<file path="src/rtl/sram_bist.sv">
// March C- self-test controller for a small synchronous single-port RAM.
// Drives the RAM through six march elements and reports the first mismatch.
module sram_bist #(
    parameter int ADDR_W = 4,
    parameter int DATA_W = 8
) (
    input  logic              clk,
    input  logic              rst,
    input  logic              start,
    output logic [ADDR_W-1:0] mem_addr,
    output logic [DATA_W-1:0] mem_din,
    output logic              mem_we,
    input  logic [DATA_W-1:0] mem_dout,
    output logic              busy,
    output logic              done,
    output logic              pass,
    output logic [ADDR_W-1:0] fail_addr,
    output logic [DATA_W-1:0] fail_data,
    output logic [2:0]        fail_elem,
    output logic [2:0]        dbg_state_o
);

    typedef enum logic [2:0] {
        S_IDLE = 3'd0,
        S_WR0  = 3'd1,
        S_RD   = 3'd2,
        S_CMPW = 3'd3,
        S_RDF  = 3'd4,
        S_CMPF = 3'd5,
        S_FIN  = 3'd6
    } state_t;

    localparam logic [ADDR_W-1:0] ADDR_ZERO = '0;
    localparam logic [ADDR_W-1:0] ADDR_ONE  = 1;
    localparam logic [ADDR_W-1:0] ADDR_LAST = '1;
    localparam logic [DATA_W-1:0] BG0       = '0;
    localparam logic [DATA_W-1:0] BG1       = '1;

    state_t            state_q;
    logic [ADDR_W-1:0] addr_q;
    logic [DATA_W-1:0] din_q;
    logic              we_q;
    logic [2:0]        elem_q;
    logic              busy_q;
    logic              done_q;
    logic              pass_q;
    logic [ADDR_W-1:0] fail_addr_q;
    logic [DATA_W-1:0] fail_data_q;
    logic [2:0]        fail_elem_q;

    // Element attributes: M3/M4 run downwards; odd elements write B1, even read B1.
    logic              elem_down;
    logic [ADDR_W-1:0] elem_last;
    logic [ADDR_W-1:0] addr_step;
    logic [DATA_W-1:0] rd_bg;
    logic [DATA_W-1:0] wr_bg;
    logic [ADDR_W-1:0] next_elem_start;

    always_comb begin
        elem_down       = (elem_q == 3'd3) || (elem_q == 3'd4);
        elem_last       = elem_down ? ADDR_ZERO : ADDR_LAST;
        addr_step       = elem_down ? (addr_q - ADDR_ONE) : (addr_q + ADDR_ONE);
        rd_bg           = ((elem_q == 3'd2) || (elem_q == 3'd4)) ? BG1 : BG0;
        wr_bg           = ((elem_q == 3'd1) || (elem_q == 3'd3)) ? BG1 : BG0;
        next_elem_start = ((elem_q == 3'd2) || (elem_q == 3'd3)) ? ADDR_LAST : ADDR_ZERO;
    end

    always_ff @(posedge clk) begin
        if (rst) begin
            state_q     <= S_IDLE;
            addr_q      <= '0;
            din_q       <= '0;
            we_q        <= 1'b0;
            elem_q      <= 3'd0;
            busy_q      <= 1'b0;
            done_q      <= 1'b0;
            pass_q      <= 1'b0;
            fail_addr_q <= '0;
            fail_data_q <= '0;
            fail_elem_q <= 3'd0;
        end else begin
            done_q <= 1'b0;
            case (state_q)
                S_IDLE: begin
                    we_q <= 1'b0;
                    if (start) begin
                        state_q     <= S_WR0;
                        busy_q      <= 1'b1;
                        pass_q      <= 1'b0;
                        fail_addr_q <= '0;
                        fail_data_q <= '0;
                        fail_elem_q <= 3'd0;
                        elem_q      <= 3'd0;
                        addr_q      <= '0;
                        din_q       <= BG0;
                        we_q        <= 1'b1;
                    end
                end
                S_WR0: begin
                    if (addr_q == ADDR_LAST) begin
                        state_q <= S_RD;
                        elem_q  <= 3'd1;
                        addr_q  <= '0;
                        we_q    <= 1'b0;
                    end else begin
                        addr_q <= addr_q + ADDR_ONE;
                    end
                end
                S_RD: begin
                    state_q <= S_CMPW;
                    we_q    <= 1'b1;
                    din_q   <= wr_bg;
                end
                S_CMPW: begin
                    we_q <= 1'b0;
                    if (mem_dout != rd_bg) begin
                        state_q     <= S_FIN;
                        busy_q      <= 1'b0;
                        done_q      <= 1'b1;
                        pass_q      <= 1'b0;
                        fail_addr_q <= addr_q;
                        fail_data_q <= mem_dout;
                        fail_elem_q <= elem_q;
                    end else if (addr_q == elem_last) begin
                        if (elem_q == 3'd4) begin
                            state_q <= S_RDF;
                            elem_q  <= 3'd5;
                            addr_q  <= '0;
                        end else begin
                            state_q <= S_RD;
                            elem_q  <= elem_q + 3'd1;
                            addr_q  <= next_elem_start;
                        end
                    end else begin
                        state_q <= S_RD;
                        addr_q  <= addr_step;
                    end
                end
                S_RDF: begin
                    // Data on mem_dout belongs to the previous address; none yet at address 0.
                    if ((addr_q != ADDR_ZERO) && (mem_dout != BG0)) begin
                        state_q     <= S_FIN;
                        busy_q      <= 1'b0;
                        done_q      <= 1'b1;
                        pass_q      <= 1'b0;
                        fail_addr_q <= addr_q - ADDR_ONE;
                        fail_data_q <= mem_dout;
                        fail_elem_q <= elem_q;
                    end else if (addr_q == ADDR_LAST) begin
                        state_q <= S_CMPF;
                    end else begin
                        addr_q <= addr_q + ADDR_ONE;
                    end
                end
                S_CMPF: begin
                    state_q <= S_FIN;
                    busy_q  <= 1'b0;
                    done_q  <= 1'b1;
                    if (mem_dout != BG0) begin
                        pass_q      <= 1'b0;
                        fail_addr_q <= addr_q;
                        fail_data_q <= mem_dout;
                        fail_elem_q <= elem_q;
                    end else begin
                        pass_q <= 1'b1;
                    end
                end
                S_FIN: begin
                    state_q <= S_IDLE;
                    busy_q  <= 1'b0;
                    we_q    <= 1'b0;
                end
                default: begin
                    state_q <= S_IDLE;
                    busy_q  <= 1'b0;
                    we_q    <= 1'b0;
                end
            endcase
        end
    end

    assign mem_addr    = addr_q;
    assign mem_din     = din_q;
    assign mem_we      = we_q;
    assign busy        = busy_q;
    assign done        = done_q;
    assign pass        = pass_q;
    assign fail_addr   = fail_addr_q;
    assign fail_data   = fail_data_q;
    assign fail_elem   = fail_elem_q;
    assign dbg_state_o = state_q;

endmodule

</file>
<file path="config.mk">
export PLATFORM = sky130hd
export DESIGN_NAME = sram_bist
export DESIGN_NICKNAME = d
export VERILOG_FILES = /design/src/rtl/sram_bist.sv
export SDC_FILE = /design/constraint.sdc
export NUM_CORES = 1
export LEC_CHECK = 0
export BUFFER_PORTS_ARGS = -buffer_cell sky130_fd_sc_hd__buf_2
export CORE_MARGIN = 5
export CORE_UTILIZATION = 49
export DETAILED_ROUTE_END_ITERATION = 10
export PLACE_DENSITY = 0.75
export SYNTH_ARGS = -nofsm -noshare
export SYNTH_HDL_FRONTEND = slang
export SYNTH_SLANG_ARGS = --single-unit
</file>
<file path="constraint.sdc">
create_clock -name clk -period 2.5 [get_ports clk]
set_input_delay 0 -clock clk [delete_from_list [all_inputs] [get_ports clk]]
set_output_delay 0 -clock clk [all_outputs]
set_load 0.02 [all_outputs]
</file>
==> qor.txt <==
Clock Sinks -> 30
Clk_skew -> 0.00671 ns
Max VDD drop -> 178 uV
RSZ-0062 raised after global routing -> yes
Area share of the largest cell type after synthesis -> 28.9%
Cell Pwr Density -> 442 nW/um2
WP buf/inv -> 1
I/O pin cnt -> 45
TritonRoute pass-1 iters -> 5
End of the worst hold path -> mem_din[6]
Antenna diodes -> 0
Crit path DAT -> 2.60 ns
Number of DRC markers in iteration 0 -> 270
Hold Path Stages -> 2
Reg-to-Reg End -> elem_q[0]
CP delay by family, top -> multiplexers
Post-synth ARST share -> 0%
Syn Nets -> 281
Total Die Area -> 5650 um2
Root Buffer -> clkbuf_8
Setup Crit Path Kind -> reg -> reg
Via density -> 6.14
Leakage -> 1.09 nW
Top FF cell, synth -> dfxtp_1
Core area -> 4060 um2
Mapped Cells -> 260
Die H -> 75.1 um
DR DRC count -> 0
GPL Wtd Cong -> 0.936
Maximum clock path buffer count -> 2
Post-route clock period utilization -> 95.8%
Max-Cap Viols -> 0
Grt ovf -> 0
Worst path slowest cell -> or4_4
Layout Area Growth over Synthesis -> 24.4%
Crit path required time -> 2.71 ns
Commonest non-fill, non-tap cells in the layout -> 44 x buf_2, 28 x dfxtp_1, 23 x nand2_1
Largest cells by area after synthesis -> dfxtp_1 29%, ha_1 6.0%, nand4_1 4.2%
EDFF count, synth -> 0
DP Area -> 2380 um2
Core Util, Final -> 63.8%
Slew headroom -> 56.8%
Hold Vio Cnt, Final -> 0
Final Slew Violations -> 0
Initial core utilization -> 51.2%
Post-Syn Area -> 2080 um2
CTS tree -> built
CTS H-Tree Depth -> 2
Post-Route WL -> 6010 um
Clock Latency Late Sink -> 0.28 ns
Clk pin slew, worst setup/hold paths -> 0.06 ns
Yosys reg bits -> 30
CTS buffer count -> 5
Avg Synthesized Cell Area -> 8.00 um2
Largest stage delay on the critical path -> 0.45 ns
Die Wd -> 75.1 um
Reg2reg path depth -> 9
Final setup viols -> 0
Largest fanout on the critical path -> 4
Post-CTS setup buffers -> 0
Most common cell after layout, fill and taps aside -> buf_2
Worst min path class -> in -> reg
Critical path, cell by cell -> inv_1 -> ha_2 -> mux2_4 -> ha_4 -> or4_4 -> mux2i_4 -> o21ai_2 -> a211oi_2 -> mux2i_1
Outcome -> finished clean
Final ANT Viol Nets -> 0
FF-to-FF setup slack -> 0.10 ns
GR Util All Layers -> 22.8%
Global-route wire length before repair -> 9980 um
Tot Pwr -> 1.14 mW
Port-buffer cells -> 44
Drt wl/cell -> 16.5 um
Register area share after synthesis -> 28.9%
Final Cell Area -> 2590 um2
Fraction of layout cells with a size suffix above 1 -> 29.2%
Post-DP HPWL -> 4340 um
Fin crit period -> 2.40 ns
Vias in the first global route -> 2081
Initial antenna violation count -> 0
RR Startpoint -> elem_q[0]
Synth cell types -> 64
Layout Nets -> 335
Fmax -> 0.417 GHz
Hold Path Origin -> rst
Synth Warn # -> 0
Largest net degree at the start of global routing -> 19
Worst-Margin Slew -> 0.632 ns
FP Rows -> 23
Vias -> 2242
CP Launch Type -> flop
Dominant cell type by area after synthesis -> dfxtp_1
Worst setup EP type -> flop
[cell type report]
| class | instances | area [um2] |
|---|---|---|
| fillers | 362 | 1470 |
| flip-flops and latches | 30 | 603 |
| well taps | 50 | 62.6 |
| repair buffers | 73 | 462 |
| clock inverters | 1 | 5.00 |
| clock buffers | 7 | 86.3 |
| multi-input cells | 190 | 1310 |
| inverters | 14 | 55.1 |
[sequential cells by signal, indices dropped and copies added, names as in the netlist]
register	count
elem_q	3
mem_addr	4
mem_din	1
fail_addr	4
fail_elem	3
fail_data	8
dbg_state_o	3
busy	1
done	1
mem_we	1
pass	1
[cell usage after synthesis, types with 2 or more instances]
| cell | count |
|---|---|
| nand2_1 | 23 |
| o32ai_1 | 2 |
| a211oi_1 | 6 |
| nor3_1 | 7 |
| inv_1 | 11 |
| clkinv_1 | 2 |
| o31ai_1 | 2 |
| mux2_2 | 2 |
| xnor2_1 | 2 |
| o211ai_1 | 3 |
| o22ai_1 | 2 |
| nand3_1 | 8 |
| buf_2 | 2 |
| dfxtp_1 | 30 |
| mux2i_1 | 4 |
| nand4_1 | 14 |
| o21ai_1 | 10 |
| a22o_1 | 4 |
| a32oi_1 | 2 |
| buf_4 | 7 |
| or3b_2 | 2 |
| nor2_1 | 10 |
| and3_1 | 2 |
| a311oi_1 | 3 |
| a21oi_1 | 11 |
| buf_1 | 2 |
| a211o_1 | 2 |
| nor2b_1 | 4 |
| or3_1 | 3 |
| a21o_1 | 3 |
| a31oi_1 | 3 |
| nor4_1 | 3 |
| ha_1 | 10 |
| a2111oi_0 | 2 |
| o21ai_0 | 15 |
| clkbuf_1 | 12 |
| buf_6 | 3 |
[how the worst max path moves through the flow]
stage | startpoint | endpoint | slack, ns | cells past startpoint
5_1_grt | elem_q[1] | elem_q[0] | -0.007 | 9
3_5_place_dp | elem_q[1] | elem_q[0] | -0.09 | 9
3_3_place_gp | elem_q[0] | elem_q[0] | 0.01 | 9
2_1_floorplan | elem_q[0] | elem_q[0] | 0.02 | 9
4_1_cts | elem_q[0] | elem_q[0] | 0.01 | 9
6_report | elem_q[0] | elem_q[0] | 0.10 | 9
[routing by layer]
| layer | GRT usage [%] | share of wire [%] |
|---|---|---|
| met3 | 4.27 | 8.0 |
| met1 | 31.0 | 43 |
| met4 | 8.35 | 2.4 |
| met5 | 0 | 0 |
| met2 | 36.1 | 46 |
[where the power goes]
group / leakage, nW / total, mW / internal [mW] / switching, mW
clock network: 0.0482 / 0.399 / 0.222 / 0.178
registers: 0.245 / 0.514 / 0.496 / 0.0175
logic: 0.802 / 0.231 / 0.0908 / 0.140
[per-stage QoR]
stage                     cells  hold WS [ns]  setup slack [ns]  setup TNS [ns]
final                       365         0.120             0.104               0
after global routing        365         0.133          -0.00676        -0.00676
after CTS                   365         0.107            0.0115               0
after detailed placement    349         0.266           -0.0933          -0.159
after global placement      349         0.260            0.0104               0
after floorplan             260         0.133            0.0224               0
[worst register-to-register path, stage by stage, from the launching register on]
cell and delay, ns:
dfxtp_2 0.34, inv_1 0.06, ha_2 0.17, mux2_4 0.28
ha_4 0.22, or4_4 0.45, mux2i_4 0.21, o21ai_2 0.09
a211oi_2 0.30, mux2i_1 0.21
[cell families (layout without fill, tap and decap cells)]
family / after synthesis / after routing / share of synthesized area (%)
muxes: 6 / 6 / 3.01
buffers and inverters: 40 / 95 / 9.81
DFF: 30 / 30 / 28.9
AOI/OAI and AO/OA: 85 / 85 / 28.1
adders and majority gates: 10 / 10 / 6.02
xor gates and xnor gates: 3 / 3 / 1.26
and+or+nand+nor: 86 / 86 / 22.9
[repair_timing]
item | CTS | global route
gates resized for setup | 5 | 4
hold buffers | 8 | 0
pin swaps | 1 | 2
endpoints found under the hold margin | 8 | 0
cloned | 0 | 0
setup endpoints to repair | 3 | 6
No activity file was read; power rests on OpenSTA's default activity.
